--- src/rtl/vga_sync_gen_if.sv ---
// Raster timing bundle between the sync generator and its consumers.
// The generator owns every signal except pixel_tick, which the consumer or clock-enable logic drives.
interface vga_sync_gen_if;
  logic       pixel_tick;
  logic       hsync;
  logic       vsync;
  logic       video_enable;
  logic [9:0] h_count;
  logic [9:0] v_count;
  logic       line_start;
  logic       frame_start;
  logic [5:0] frame_count;

  modport master (
    input  pixel_tick,
    output hsync, vsync, video_enable, h_count, v_count,
           line_start, frame_start, frame_count
  );

  modport slave (
    output pixel_tick,
    input  hsync, vsync, video_enable, h_count, v_count,
           line_start, frame_start, frame_count
  );
endinterface

--- src/rtl/vga_sync_gen.sv ---
// VGA raster timing generator: position counters, sync pulses, one-cycle strobes and a frame counter.
// Every output is a register; decodes are taken on the position being entered, so they line up with it.
module vga_sync_gen #(
  parameter int H_ACTIVE        = 640,
  parameter int H_FRONT         = 16,
  parameter int H_SYNC          = 96,
  parameter int H_BACK          = 48,
  parameter int V_ACTIVE        = 480,
  parameter int V_FRONT         = 10,
  parameter int V_SYNC          = 2,
  parameter int V_BACK          = 33,
  parameter bit SYNC_ACTIVE_LOW = 1'b1
) (
  input  logic           pixel_clk,
  input  logic           reset_n,
  vga_sync_gen_if.master vga
);

  localparam int H_TOTAL = H_ACTIVE + H_FRONT + H_SYNC + H_BACK;
  localparam int V_TOTAL = V_ACTIVE + V_FRONT + V_SYNC + V_BACK;

  localparam logic [9:0] H_LAST = 10'(H_TOTAL - 1);
  localparam logic [9:0] V_LAST = 10'(V_TOTAL - 1);
  localparam logic [9:0] H_VIS  = 10'(H_ACTIVE);
  localparam logic [9:0] V_VIS  = 10'(V_ACTIVE);
  localparam logic [9:0] HS_BEG = 10'(H_ACTIVE + H_FRONT);
  localparam logic [9:0] HS_END = 10'(H_ACTIVE + H_FRONT + H_SYNC);
  localparam logic [9:0] VS_BEG = 10'(V_ACTIVE + V_FRONT);
  localparam logic [9:0] VS_END = 10'(V_ACTIVE + V_FRONT + V_SYNC);

  logic [9:0] h_q, h_d;
  logic [9:0] v_q, v_d;
  logic       hsync_q, hsync_d;
  logic       vsync_q, vsync_d;
  logic       ven_q, ven_d;
  logic       ls_q, ls_d;
  logic       fs_q, fs_d;
  logic [5:0] fc_q, fc_d;

  always_comb begin
    h_d     = h_q;
    v_d     = v_q;
    hsync_d = hsync_q;
    vsync_d = vsync_q;
    ven_d   = 1'b0;
    ls_d    = 1'b0;
    fs_d    = 1'b0;
    fc_d    = fc_q;
    if (vga.pixel_tick) begin
      if (h_q == H_LAST) begin
        h_d = 10'd0;
        v_d = (v_q == V_LAST) ? 10'd0 : v_q + 10'd1;
      end else begin
        h_d = h_q + 10'd1;
      end
      // Syncs are XORed with the polarity so one compare serves both conventions.
      ven_d   = (h_d < H_VIS) && (v_d < V_VIS);
      hsync_d = ((h_d >= HS_BEG) && (h_d < HS_END)) ^ SYNC_ACTIVE_LOW;
      vsync_d = ((v_d >= VS_BEG) && (v_d < VS_END)) ^ SYNC_ACTIVE_LOW;
      ls_d    = (h_d == 10'd0);
      fs_d    = (h_d == 10'd0) && (v_d == 10'd0);
      if (fs_d) begin
        fc_d = fc_q + 6'd1;
      end
    end
  end

  // Reset parks one position before (0,0) and one frame before 0, so the first tick starts frame 0.
  always_ff @(posedge pixel_clk or negedge reset_n) begin
    if (!reset_n) begin
      h_q     <= H_LAST;
      v_q     <= V_LAST;
      hsync_q <= SYNC_ACTIVE_LOW;
      vsync_q <= SYNC_ACTIVE_LOW;
      ven_q   <= 1'b0;
      ls_q    <= 1'b0;
      fs_q    <= 1'b0;
      fc_q    <= 6'h3F;
    end else begin
      h_q     <= h_d;
      v_q     <= v_d;
      hsync_q <= hsync_d;
      vsync_q <= vsync_d;
      ven_q   <= ven_d;
      ls_q    <= ls_d;
      fs_q    <= fs_d;
      fc_q    <= fc_d;
    end
  end

  assign vga.h_count      = h_q;
  assign vga.v_count      = v_q;
  assign vga.hsync        = hsync_q;
  assign vga.vsync        = vsync_q;
  assign vga.video_enable = ven_q;
  assign vga.line_start   = ls_q;
  assign vga.frame_start  = fs_q;
  assign vga.frame_count  = fc_q;

endmodule

--- src/flat_wrapper.sv ---
// flat-port wrapper written by rule: the top's interface ports become plain ports
module vga_sync_gen_flat 
#(
  parameter int H_ACTIVE        = 640,
  parameter int H_FRONT         = 16,
  parameter int H_SYNC          = 96,
  parameter int H_BACK          = 48,
  parameter int V_ACTIVE        = 480,
  parameter int V_FRONT         = 10,
  parameter int V_SYNC          = 2,
  parameter int V_BACK          = 33,
  parameter bit SYNC_ACTIVE_LOW = 1'b1
)
  (pixel_clk, reset_n, vga_pixel_tick, vga_hsync, vga_vsync, vga_video_enable, vga_h_count, vga_v_count, vga_line_start, vga_frame_start, vga_frame_count);
  vga_sync_gen_if vga_i ();
  input  logic pixel_clk;
  input  logic reset_n;
  input wire logic [$bits(vga_i.pixel_tick)-1:0] vga_pixel_tick;
  output wire logic [$bits(vga_i.hsync)-1:0] vga_hsync;
  output wire logic [$bits(vga_i.vsync)-1:0] vga_vsync;
  output wire logic [$bits(vga_i.video_enable)-1:0] vga_video_enable;
  output wire logic [$bits(vga_i.h_count)-1:0] vga_h_count;
  output wire logic [$bits(vga_i.v_count)-1:0] vga_v_count;
  output wire logic [$bits(vga_i.line_start)-1:0] vga_line_start;
  output wire logic [$bits(vga_i.frame_start)-1:0] vga_frame_start;
  output wire logic [$bits(vga_i.frame_count)-1:0] vga_frame_count;
  assign vga_i.pixel_tick = vga_pixel_tick;
  assign vga_hsync = vga_i.hsync;
  assign vga_vsync = vga_i.vsync;
  assign vga_video_enable = vga_i.video_enable;
  assign vga_h_count = vga_i.h_count;
  assign vga_v_count = vga_i.v_count;
  assign vga_line_start = vga_i.line_start;
  assign vga_frame_start = vga_i.frame_start;
  assign vga_frame_count = vga_i.frame_count;
  vga_sync_gen #(.H_ACTIVE(H_ACTIVE), .H_FRONT(H_FRONT), .H_SYNC(H_SYNC), .H_BACK(H_BACK), .V_ACTIVE(V_ACTIVE), .V_FRONT(V_FRONT), .V_SYNC(V_SYNC), .V_BACK(V_BACK), .SYNC_ACTIVE_LOW(SYNC_ACTIVE_LOW)) u_core (.pixel_clk(pixel_clk), .reset_n(reset_n), .vga(vga_i));
endmodule
--- config.mk ---
export PLATFORM = sky130hd
export DESIGN_NAME = vga_sync_gen_flat
export DESIGN_NICKNAME = d
export VERILOG_FILES = /design/src/rtl/vga_sync_gen_if.sv /design/src/rtl/vga_sync_gen.sv /design/src/flat_wrapper.sv
export SDC_FILE = /design/constraint.sdc
export NUM_CORES = 1
export LEC_CHECK = 0
export CAP_MARGIN = 20
export CORE_ASPECT_RATIO = 0.75
export CORE_MARGIN = 4
export CORE_UTILIZATION = 30
export DETAILED_ROUTE_END_ITERATION = 6
export GPL_TIMING_DRIVEN = 0
export SLEW_MARGIN = 20
export SYNTH_ARGS = -nofsm -noshare
export SYNTH_HDL_FRONTEND = slang
export SYNTH_SLANG_ARGS = --single-unit
--- constraint.sdc ---
create_clock -name pixel_clk -period 3 [get_ports pixel_clk]
set_input_delay 0.9 -clock pixel_clk [delete_from_list [all_inputs] [get_ports pixel_clk]]
set_output_delay 0.9 -clock pixel_clk [all_outputs]
set_load 0.02 [all_outputs]
# ---- Yosys cells after proc, flatten, opt, wreduce, memory -nomap -nowiden
# Index checks and enable logic that the tools add are counted.
# Widths: inputs -> output; s select.
dict set report op_classes {
  addsub 3
  order_cmp 6
  n_eq_ne 2
  n_mux 8
  bitwise_logic 2
  reduce_logical 7
}
# op count
set ops {}
lappend ops {{$mux 10} 5}
lappend ops {{$add 10x1->10 const B} 2}
lappend ops {{$eq 10x10->1 const B} 2}
lappend ops {{$logic_not 10->1} 2}
lappend ops {{$lt 10x10->1 const B} 2}
lappend ops {{$lt 10x9->1 const B} 2}
lappend ops {{$ge 10x10->1 const B} 1}
lappend ops {{$ge 10x9->1 const B} 1}
lappend ops {{$add 6x1->6 const B} 1}
lappend ops {{$logic_and 1x1->1} 4}
lappend ops {{$mux 1} 3}
lappend ops {{$not 1->1} 2}
lappend ops {{$reduce_and 2->1} 1}
dict set report word_totals {
  reg_bits 31
  input_bits 3
  output_inout_bits 31
  word_cells 36
}

# ---- Logic depth before layout (Yosys ltp)
dict set report depth {
  depth_word 7
  depth_mapped 10
}

# ---- Worst setup path after synthesis
# No wires, ideal clock.
dict set report synth_path {
  kind {reg2reg}
  start {reg u_core.h_q[0], in the netlist u_core.vga.h_count[0]}
  end {reg u_core.fc_q[1], in the netlist u_core.vga.frame_count[1]}
  setup_time_ps 82
  arrival_ps 2454
  setup_slack_ps 463
  stages_incl_launch_ff 9
  period_less_slack_ps 2537
  path_cell_list {dfstp_2 -> ha_1 -> nand4_2 -> nor4_1 -> xnor2_1 -> o221ai_1 -> a21oi_2 -> nand3_4 -> mux2_4}
}
dict set report synth_between {
  elab_chain_len 6
}
# element line
set synth_rtl {}
lappend synth_rtl {{start: declaration} vga_sync_gen.sv:31} ;# logic [9:0] h_q, h_d;
lappend synth_rtl {{start signal: assignment} vga_sync_gen.sv:71} ;# h_q <= H_LAST;
lappend synth_rtl {{start signal: assignment} vga_sync_gen.sv:80} ;# h_q <= h_d;
lappend synth_rtl {{$add 10x1->10 / $eq 10x10->1 (equally long branches)} {vga_sync_gen.sv:54, vga_sync_gen.sv:50}}
lappend synth_rtl {{$mux 10} vga_sync_gen.sv:50} ;# if (h_q == H_LAST) begin
lappend synth_rtl {{$mux 10} vga_sync_gen.sv:49} ;# if (vga.pixel_tick) begin
lappend synth_rtl {{$logic_not 10->1} vga_sync_gen.sv:61} ;# fs_d = (h_d == 10'd0) && (v_d == 10'd0);
lappend synth_rtl {{$logic_and 1x1->1 (*)} vga_sync_gen.sv:61}
lappend synth_rtl {{$reduce_and 2->1 (no line) (*)} --}
lappend synth_rtl {{end signal: assignment} vga_sync_gen.sv:78} ;# fc_q <= 6'h3F;
lappend synth_rtl {{end signal: assignment} vga_sync_gen.sv:87} ;# fc_q <= fc_d;
lappend synth_rtl {{end: declaration} vga_sync_gen.sv:38} ;# logic [5:0] fc_q, fc_d;
# Mark *: on every way between the ends. The rest lies on a longest branch, timed or not. The select of a mux whose other input is x is not followed.
# A chain may end at the register's enable or synchronous reset.

# ---- Worst setup path in the final report
# Ends and elaborated chain as after synthesis.

==> impl_metrics.py <==
metrics = {
    "status": {
        "status": "finished, final reports clean",
    },
    "synthesis": {
        "syn_area_per_cell_um2": 9.04,
        "yosysWarnings": 0,
        "synthFlopType": "dfstp_2",
        "synth_area_mm2": 0.00211,
        "yosysSeqAreaShare_pct": 37.8,
        "syn_inst": 234,
        "synth-edff-count": 0,
        "ys_types": 57,
        "ys_ff_latch": 31,
        "syn-num-nets": 242,
        "ys_async_sr_fraction_pct": 100,
    },
    "run": {
        "max_cap_viol_count": 0,
    },
    "detailed_routing": {
        "drt_iter0_drc": 160,
        "drcViolationCount": 0,
        "wl_mm": 5.37,
        "vias_per_cell": 5.27,
        "num_vias": 1901,
        "wl_per_cell_um": 14.9,
        "ant_nets": 0,
        "dr.pass1.iters": 4,
    },
    "global_routing": {
        "grt_pass1_wl_mm": 9.07,
        "grt_max_degree": 20,
        "grt_overflow": 0,
        "grt_usage_pct": 13.4,
        "grt_pass1_vias": 1755,
        "antenna_found_initial": 0,
    },
    "floorplan": {
        "num_rows": 26,
        "dieWidth_um": 105,
        "core-area_mm2": 0.00683,
        "dieArea_mm2": 0.00847,
        "design.portCount": 34,
        "die-height_um": 80.7,
        "initial_core_util_pct": 31.0,
    },
    "cts": {
        "cts_tree": "yes",
        "h-tree-depth": 2,
        "clockBufferDepth": 2,
        "cts_hold_buf": 0,
        "cts-buffers-inserted": 5,
        "clk_pin_slew_ns": 0.07,
        "clockRootBuffer": "clkbuf_8",
        "clk_latency_ns": 0.29,
        "cts_num_sinks": 31,
    },
    "final_layout": {
        "stdcell_area_mm2": 0.00268,
        "register_area_um2": 798,
        "diodes": 0,
        "multi_input_area_mm2": 0.00120,
        "drive_gt1_share_pct": 20.2,
        "nFillCells": 695,
        "synthToLayoutAreaGrowth_pct": 26.6,
        "fin_nets": 284,
    },
    "power": {
        "powerDensity_mw_per_mm2": 524,
        "power.leakage_nw": 0.963,
        "irDropWorstVdd_uv": 185,
    },
    "setup_path": {
        "crit_path_start_kind": "flop",
        "cp.required_ns": 3.22,
        "critPathMaxFanout": 7,
        "worst-endpoint-arrival_ns": 3.02,
        "end_kind": "flop",
        "criticalPathCategory": "reg -> reg",
    },
    "placed_design": {
        "gp_congestion": 0.923,
        "portBuffers": 33,
        "dpl-instance-area_mm2": 0.00257,
        "pre_cts_ws_ns": 0.120,
        "dp_hpwl_mm": 4.01,
    },
    "timing": {
        "setup_violations": 0,
        "clock.fmax_mhz": 358,
        "layout_setup_ws_ns": 0.205,
        "period_share_pct": 93.2,
        "slew_headroom_pct": 57.6,
        "rsz0062_at_grt": "true",
        "drv_slew": 0,
        "tightest_slew_ns": 0.636,
        "fin_skew_ns": 0.00573,
        "min_period_ns": 2.80,
        "hold_violations": 0,
    },
    "worst_hold_path": {
        "hold_class": "reg -> reg",
    },
}
final timing paths:
| path | from | endpoint | slack (ns) | cells past startpoint |
|---|---|---|---|---|
| worst max-delay path | u_core.vga.h_count[0] | u_core.vga.frame_count[1] | 0.20 | 9 |
| min in group asynchronous | reset_n | u_core.vga.v_count[5] | 0.51 | 1 |
| max in group asynchronous | reset_n | u_core.vga.v_count[2] | 2.00 | 2 |
| worst max register to register | u_core.vga.h_count[0] | u_core.vga.frame_count[1] | 0.20 | 9 |
| worst min-delay path | u_core.vga.frame_count[5] | u_core.vga.frame_count[5] | 0.49 | 1 |
| worst min register to register | u_core.vga.frame_count[5] | u_core.vga.frame_count[5] | 0.49 | 1 |
cells in the mapped netlist (2+ instances only):
cell type | count | share of area, %
a211oi_1 | 3 | 1.1
mux2_2 | 3 | 1.6
nand3_1 | 15 | 3.6
o21ai_0 | 14 | 3.3
xor2_1 | 6 | 2.5
buf_4 | 2 | 0.71
dfrtp_1 | 13 | 15
inv_1 | 9 | 1.6
nand4_1 | 9 | 2.7
buf_2 | 9 | 2.1
xnor2_1 | 16 | 6.6
nand2_1 | 28 | 5.0
and3_1 | 3 | 0.89
dfstp_2 | 18 | 22
ha_1 | 5 | 3.0
o22ai_1 | 2 | 0.59
a41oi_1 | 3 | 1.2
o311a_1 | 2 | 0.95
a21oi_1 | 4 | 0.95
clkbuf_1 | 5 | 0.89
nor3_1 | 7 | 1.7
and2_1 | 2 | 0.59
a31oi_1 | 4 | 1.2
o31ai_1 | 3 | 1.1
nor2_1 | 14 | 2.5
and4_1 | 3 | 1.2
nor4_1 | 2 | 0.59
through the flow:
step	instances	TNS, ns	power, W	utilization (%)	hold slack (ns)
CTS	360	0	0.00141	39.0	0.492
global placement	351	0	0.00107	37.3	0.479
finish	361	0	0.00140	39.2	0.490
global route	361	-0.0143	0.00150	39.2	0.500
detailed placement	352	0	0.00107	37.7	0.480
floorplan	234	0	0.000890	-	0.520
final cells by class:
class	instances	area share (%)
clock buffers	5	2.57
repair buffers	35	13.5
plain buffers	18	3.50
clock inverters	3	0.748
flip-flops and latches	31	29.8
multi-input cells	176	44.7
well taps	84	3.93
inverters	9	1.26
routing by layer:
metal  GRT usage (%)  up-vias  routed length [um]  part of all wire (%)
met5               0        -                   0                     0
met4            2.75        0                  45                  0.84
met3            3.29        4                 282                   5.3
met2            19.0       48                2290                    43
met1            20.4      914                2750                    51
li1                -      935                   -                     -
report_power, final:
part	switching [W]	internal, W	total (W)
clock network	0.000174	0.000161	0.000336
logic	0.000292	0.000229	0.000521
registers	0.0000519	0.000495	0.000547
total	0.000519	0.000885	0.00140
layout by cell type (no fill, tap or decap), types with 3 or more instances in the layout:
cell type | synthesis | final
nor2_1 | 14 | 14
ha_1 | 5 | 4
o21ai_0 | 14 | 14
nor3_1 | 7 | 7
inv_1 | 9 | 9
buf_4 | 2 | 3
dfstp_2 | 18 | 18
and4_1 | 3 | 3
o31ai_1 | 3 | 3
dfrtp_1 | 13 | 13
nand4_1 | 9 | 9
clkbuf_1 | 5 | 5
a211oi_1 | 3 | 3
nand3_1 | 15 | 15
buf_2 | 9 | 10
xor2_1 | 6 | 6
a21oi_1 | 4 | 4
mux2_2 | 3 | 3
and3_1 | 3 | 3
clkdlybuf4s50_1 | 0 | 32
a31oi_1 | 4 | 4
xnor2_1 | 16 | 16
a41oi_1 | 3 | 3
nand2_1 | 28 | 28
clkbuf_8 | 0 | 5
flip-flops by register name, indices dropped and copies added, names as in the netlist:
register	cells
u_core.vga.h_count	10
u_core.vga.line_start	1
u_core.vga.frame_start	1
u_core.vga.video_enable	1
u_core.vga.hsync	1
u_core.vga.vsync	1
u_core.vga.frame_count	6
u_core.vga.v_count	10
repair_timing:
item                                    4_1_cts  5_1_grt
setup buffers                                 0        1
resized for setup                             0        2
endpoints found under the setup margin        0        9
cell families after synthesis:
| group | Yosys count | share of synthesized area (%) |
|---|---|---|
| adder cells (fa/ha/maj) | 5 | 2.96 |
| buffers and inverters | 27 | 6.03 |
| multiplexers | 5 | 2.78 |
| flip-flops | 31 | 37.8 |
| XOR/XNOR | 22 | 9.11 |
| AND/OR/NAND/NOR | 96 | 24.9 |
| AO/OA/AOI/OAI | 48 | 16.5 |
critical path, stage by stage (launching register included):
cell	delay, ns
dfstp_2	0.61
ha_2	0.29
nand4_2	0.24
nor4_1	0.38
xnor2_1	0.22
o221ai_1	0.25
a21oi_2	0.16
buf_4	0.16
nand3_4	0.09
mux2_4	0.32
Power figures use the tool's default switching activity.
